<file path="src/rtl/byte_to_symbol_serializer.sv">
// Byte-to-symbol serializer: takes one PSDU byte and emits it one bit at a
// time as two 4-bit symbols (low nibble first, LSB first). outSel carries the
// bit index inside the current symbol so a downstream 1:4 demux can steer
// each bit to its lane. Each bit is held for CYCLES_PER_BIT clocks.
module byte_to_symbol_serializer #(
  parameter int CYCLES_PER_BIT = 1
) (
  input  logic       inClk,
  input  logic       inRst,
  input  logic [7:0] inByte,
  input  logic       inValid,
  input  logic       inFlush,
  output logic       outReady,
  output logic       outData,
  output logic [1:0] outSel,
  output logic       outValid,
  output logic       outSymDone,
  output logic       outBusy
);

  typedef enum logic [1:0] {
    IDLE     = 2'd0,
    SHIFT_LO = 2'd1,
    SHIFT_HI = 2'd2
  } state_t;

  // Terminal value of the per-bit hold counter.
  localparam logic [7:0] HOLD_LAST = 8'(CYCLES_PER_BIT - 1);

  state_t     state_q, state_d;
  logic [7:0] sr_q, sr_d;      // latched byte, shifted right as bits go out
  logic [1:0] bit_q, bit_d;    // bit index inside the active nibble
  logic [7:0] hold_q, hold_d;  // cycles the current bit has been held

  logic active;
  logic last_hold;
  logic sym_end;

  assign active    = (state_q != IDLE);
  assign last_hold = (hold_q == HOLD_LAST);
  assign sym_end   = active && last_hold && (bit_q == 2'd3);

  // Output decode; a flush in the same cycle cancels a pending symbol-done.
  always_comb begin
    outReady   = (state_q == IDLE) && !inFlush;
    outValid   = active;
    outBusy    = active;
    outData    = active ? sr_q[0] : 1'b0;
    outSel     = active ? bit_q : 2'd0;
    outSymDone = sym_end && !inFlush;
  end

  // Next-state logic: accept in IDLE, advance the bit on the last hold cycle,
  // move LO -> HI -> IDLE at each symbol end; flush overrides everything.
  always_comb begin
    state_d = state_q;
    sr_d    = sr_q;
    bit_d   = bit_q;
    hold_d  = hold_q;
    if (inFlush) begin
      state_d = IDLE;
      sr_d    = 8'd0;
      bit_d   = 2'd0;
      hold_d  = 8'd0;
    end else begin
      unique case (state_q)
        IDLE: begin
          if (inValid) begin
            state_d = SHIFT_LO;
            sr_d    = inByte;
            bit_d   = 2'd0;
            hold_d  = 8'd0;
          end
        end
        SHIFT_LO, SHIFT_HI: begin
          if (last_hold) begin
            hold_d = 8'd0;
            sr_d   = {1'b0, sr_q[7:1]};
            bit_d  = bit_q + 2'd1;
            if (bit_q == 2'd3) begin
              state_d = (state_q == SHIFT_LO) ? SHIFT_HI : IDLE;
            end
          end else begin
            hold_d = hold_q + 8'd1;
          end
        end
        default: begin
          state_d = IDLE;
          sr_d    = 8'd0;
          bit_d   = 2'd0;
          hold_d  = 8'd0;
        end
      endcase
    end
  end

  // State and datapath registers; reset wins over flush and acceptance.
  always_ff @(posedge inClk) begin
    if (inRst) begin
      state_q <= IDLE;
      sr_q    <= 8'd0;
      bit_q   <= 2'd0;
      hold_q  <= 8'd0;
    end else begin
      state_q <= state_d;
      sr_q    <= sr_d;
      bit_q   <= bit_d;
      hold_q  <= hold_d;
    end
  end

endmodule

</file>
<file path="config.mk">
export PLATFORM = sky130hd
export DESIGN_NAME = byte_to_symbol_serializer
export DESIGN_NICKNAME = d
export VERILOG_FILES = /design/src/rtl/byte_to_symbol_serializer.sv
export SDC_FILE = /design/constraint.sdc
export NUM_CORES = 1
export LEC_CHECK = 0
export CORE_MARGIN = 1
export CORE_UTILIZATION = 50
export DETAILED_ROUTE_END_ITERATION = 16
export HOLD_SLACK_MARGIN = 0.12
export PLACE_DENSITY = 0.76
export SLEW_MARGIN = 0
export SYNTH_ARGS = -nofsm -noshare
export SYNTH_HDL_FRONTEND = slang
export SYNTH_SLANG_ARGS = --single-unit
export TNS_END_PERCENT = 1
</file>
<file path="constraint.sdc">
create_clock -name inClk -period 2.6 [get_ports inClk]
set_input_delay 0.39 -clock inClk [delete_from_list [all_inputs] [get_ports inClk]]
set_output_delay 0.39 -clock inClk [all_outputs]
set_load 0.05 [all_outputs]
</file>
# After elaboration in Yosys (flattened, before gate mapping)
# Index checks and enable logic that the tools add are counted.
# totals
reg_bits,20
out_inout_bits,7
elab_cells,40
# op_classes
add_sub_neg,2
eq_ne,6
muxes,16
n_reduce_logical,12
# ops
operator,n
8-bit two-way mux,4
8-bit case mux with 2 select lines,2
2-bit two-way mux,7
"8-bit by 1-bit adder with 8-bit output, second input constant",1
8-bit zero test,1
2-bit case mux with 2 select lines,2
"2-bit inequality test, second input constant",3
"2-bit == test, second input constant",2
1-bit logical AND,4
2-bit OR reduction,2
3-bit AND reduction,1
"2-bit by 1-bit adder with 2-bit output, second input constant",1
"2-bit by 1-bit == test with 1-bit output, second input constant",1
2-bit zero test,1
2-bit AND reduction,1
2-bit nonzero test,1
1-bit zero test,1
1-bit two-way mux,1

# Depth between registers and ports, before layout
# depth
word_depth,5
ltp_mapped,7

# Least setup slack after synthesis
# No wires, ideal clock.
# synth_path
path_type,reg-to-output
startpoint,register state_q[0]
endpoint,output port outSymDone
t_arrival_ns,1.950
t_required_ns,2.210
slack_ns,0.260
stages_incl_launch_ff,5
path_buffers,1
cell_sequence,dfxtp_1 > inv_1 > ha_1 > clkbuf_1 > nor3_1
# synth_via
elab_chain_len,4
# synth_rtl
item,line,source
from (decl),30,"state_t state_q, state_d;"
from (signal assigned),105,state_q <= state_d;
2-bit nonzero test,39,assign active = (state_q != IDLE);
1-bit logical AND (2 in a row),41,assign sym_end = active && last_hold && (bit_q == 2'd3);
1-bit logical AND,50,outSymDone = sym_end && !inFlush;
to (decl),17,"output logic outSymDone,"
# No other way between the ends.

# Final worst setup path
# layout_path
startpoint,register state_q[0]
endpoint,output port outSel[0]
# layout_via
elab_chain_len,2
# layout_rtl
item,line,source
2-bit nonzero test,39,
2-bit two-way mux,49,outSel = active ? bit_q : 2'd0;
to (decl),15,"output logic [1:0] outSel,"
# No other way between the ends.

==> flow_summary.toml <==
[yosys]
synth_area_per_cell_um2 = 9.098
ys_warn_count = 0
synth_cell_types = 34
ys_ff_latch = 20
netlist_instances = 118
ys_seq_area_frac = 0.3730
synthesis.nets = 136
syn-cell-area_um2 = 1074

[setup_path]
reg2reg_slack_ns = 0.59
crit_chain = "inv_1, ha_1, nor2b_1, dlymetal6s2s_1"
cp-end-kind = "output pin"
crit_required_ns = 2.21
arrival_ns = 1.77
slowest_stage = "dlymetal6s2s_1"
r2r_end = "hold_q[7]$_SDFFE_PP0P_"
rr_worst_depth = 6
critical_path.max_stage_delay_ns = 0.45
critPathKind = "flip-flop to output pin"
crit_fanout = 15
reg2reg_from = "state_q[0]$_SDFFE_PP0P_"
startpoint_type = "flip-flop"

[flow_run]
cap_viol_max_count = 0

[timing]
tightest_slew_ns = 0.5793
fmax_mhz = 462.3
fin_skew_ns = 0.003758
layout_setup_ws_ns = 0.4367
hold_viol = 0
period_share = 0.8320
drv_slew = 0
relSlewSlack = 0.6112
fin_crit_ns = 2.163
whs_ns = 0.4974
rsz0062_at_grt = "false"
setup_viol = 0
final.setup.tns_ns = 0

[route]
routed_wl_um = 2233
wire_per_inst_um = 13.78
ant_nets = 0
firstDrtPassIters = 4
drt_iter0_drc = 20
via_per_inst = 5.642
drc_errors = 0
vias = 914

[grt]
grt_pass1_vias = 873
grt_usage = 0.2203
grt_remaining_overflow = 0
grt_pass1_wl_um = 4057
grt_max_degree = 16
antenna_found_initial = 0

[die]
pin_count = 19
core.rowCount = 16
die-area_um2 = 2336
die_w_um = 48.34
die_y_um = 48.34
placeableCoreArea_um2 = 1982
start_util = 0.5417

[min_path]
whs_endpoint = "sr_q[6]$_SDFFE_PP0P_"
hold_depth = 1
hold_path_startpoint = "sr_q[6]$_SDFFE_PP0P_"
hold_class = "flip-flop to flip-flop"

[clock_network]
worstSkewPairLatency_ns = 0.29
postCtsSetupRepairBufs = 0
cts_made_buffers = 3
cts.repair.resized = 0
root_buffer = "clkbuf_4"
cts_max_level = 1
cts_sinks = 20
hold_buffers = 0
cts_tree = "yes"
ctsLongestPathBuffers = 2
clk_pin_slew_worst_paths_ns = 0.11

[layout]
num-fill-cells = 161
utilization = 0.6591
synthToLayoutAreaGrowth_pct = 21.68
nets = 155
antennaDiodeCount = 0
layout-drive-gt1-share = 0.1037

[placed_design]
io_buffers = 18
globalplace.congestion = 0.7830
hpwl_um = 1632
dp_worst_setup_slack_ns = 0.3811

[power]
p_leak_nw = 0.5678
cellPowerDensity_nw_per_um2 = 430.1
irDropWorstVdd_mv = 0.3180
power_w = 0.0005618

[status]
status = "finished, final reports clean"
-- final cells by class --
type                    instances  area (um2)  share of cell area
well taps                      27       33.78             0.02586
flip-flops and latches         20       400.4              0.3065
clock buffers                   3       22.52             0.01724
inverters                       5       18.77             0.01437
multi-input cells              85       613.1              0.4693
repair buffers                 22       217.7              0.1667
-- cell usage in the layout, fill, tap and decap left out, types with 2 or more instances in the layout --
cell type	synthesis	layout
mux2i_1	2	2
nand3_1	4	4
nand4_1	3	3
inv_1	5	5
dfxtp_1	20	20
nor3_1	4	4
ha_1	6	6
a31o_1	7	7
nor4_1	7	7
clkdlybuf4s50_1	0	11
nor2_1	10	10
clkbuf_4	0	3
dlymetal6s2s_1	0	5
xor2_1	3	3
a22oi_1	7	7
buf_4	1	6
nor2b_1	4	4
xnor2_1	4	4
nand2_1	7	7
a21oi_1	2	2
-- where the power goes --
group | switching, W | internal (W)
Combinational | 0.0000572 | 0.0000449
Clock | 0.0000878 | 0.0000539
Sequential | 0.00000466 | 0.000313
Total | 0.000150 | 0.000412
-- logic make-up after synthesis --
logic type | after synthesis | share of synthesized area
flip-flops | 20 | 0.3730
multiplexers | 2 | 0.01865
XOR/XNOR | 7 | 0.05711
adder cells (fa/ha/maj) | 6 | 0.06993
AND/OR/NAND/NOR | 46 | 0.2390
AO/OA/AOI/OAI | 24 | 0.1865
buffers and inverters | 13 | 0.05595
-- per-layer routing --
metal  vias up  share of wire  track usage
li1        464              -            -
met1       428           0.48       0.3031
met3         4          0.030      0.02830
met4         0          0.020      0.08824
met2        18           0.47       0.3498
met5         -              0            0
-- through the flow --
step           std cells  cell area, um2
2_1_floorplan        118            1074
3_3_place_gp         159            1271
3_5_place_dp         159            1271
4_1_cts              162            1294
5_1_grt              162            1306
6_report             162            1306
-- flip-flops by register name (all words and copies together), names as in the netlist --
signal / flops
bit_q: 2
hold_q: 8
sr_q: 8
state_q: 2
-- worst max-delay path: cells and delay by family, from the launching register on --
family / cells / cell delay (ns)
buf+inv: 2 / 0.51
flops: 1 / 0.40
fa+ha+maj: 1 / 0.37
simple gates: 1 / 0.20
-- how the worst max path moves through the flow --
| stage | end | slack, ns | from |
|---|---|---|---|
| 3_5_place_dp | outSel[0] | 0.38 | state_q[0]$_SDFFE_PP0P_ |
| 6_report | outSel[0] | 0.44 | state_q[0]$_SDFFE_PP0P_ |
| 2_1_floorplan | outSymDone | 0.26 | state_q[0]$_SDFFE_PP0P_ |
| 5_1_grt | outReady | 0.29 | state_q[1]$_SDFFE_PP0P_ |
| 4_1_cts | outSel[0] | 0.02 | state_q[0]$_SDFFE_PP0P_ |
| 3_3_place_gp | outBusy | 0.44 | state_q[0]$_SDFFE_PP0P_ |
-- cells in the mapped netlist --
cell	instances	area, um2
a2111oi_2	1	15.01
a21bo_2	1	10.01
a21boi_0	1	7.510
a21boi_2	1	11.26
a21o_1	1	7.510
a21oi_1	2	10.01
a22oi_1	7	52.55
a31o_1	7	61.31
and3_1	1	6.260
buf_4	1	7.510
buf_6	1	11.26
clkbuf_1	6	22.52
dfxtp_1	20	400.4
ha_1	6	75.07
inv_1	5	18.77
mux2i_1	2	20.02
nand2_1	7	26.28
nand2b_1	1	6.260
nand3_1	4	20.02
nand3b_1	1	7.510
nand4_1	3	18.77
nor2_1	10	37.54
nor2b_1	4	25.02
nor3_1	4	20.02
nor4_1	7	43.79
nor4b_1	1	8.760
nor4b_4	1	23.77
o211ai_1	1	7.510
o21ai_1	1	5.000
o31ai_2	1	12.51
or2_0	1	6.260
or3_1	1	6.260
xnor2_1	4	35.03
xor2_1	3	26.28
No activity file was read; power rests on OpenSTA's default activity.
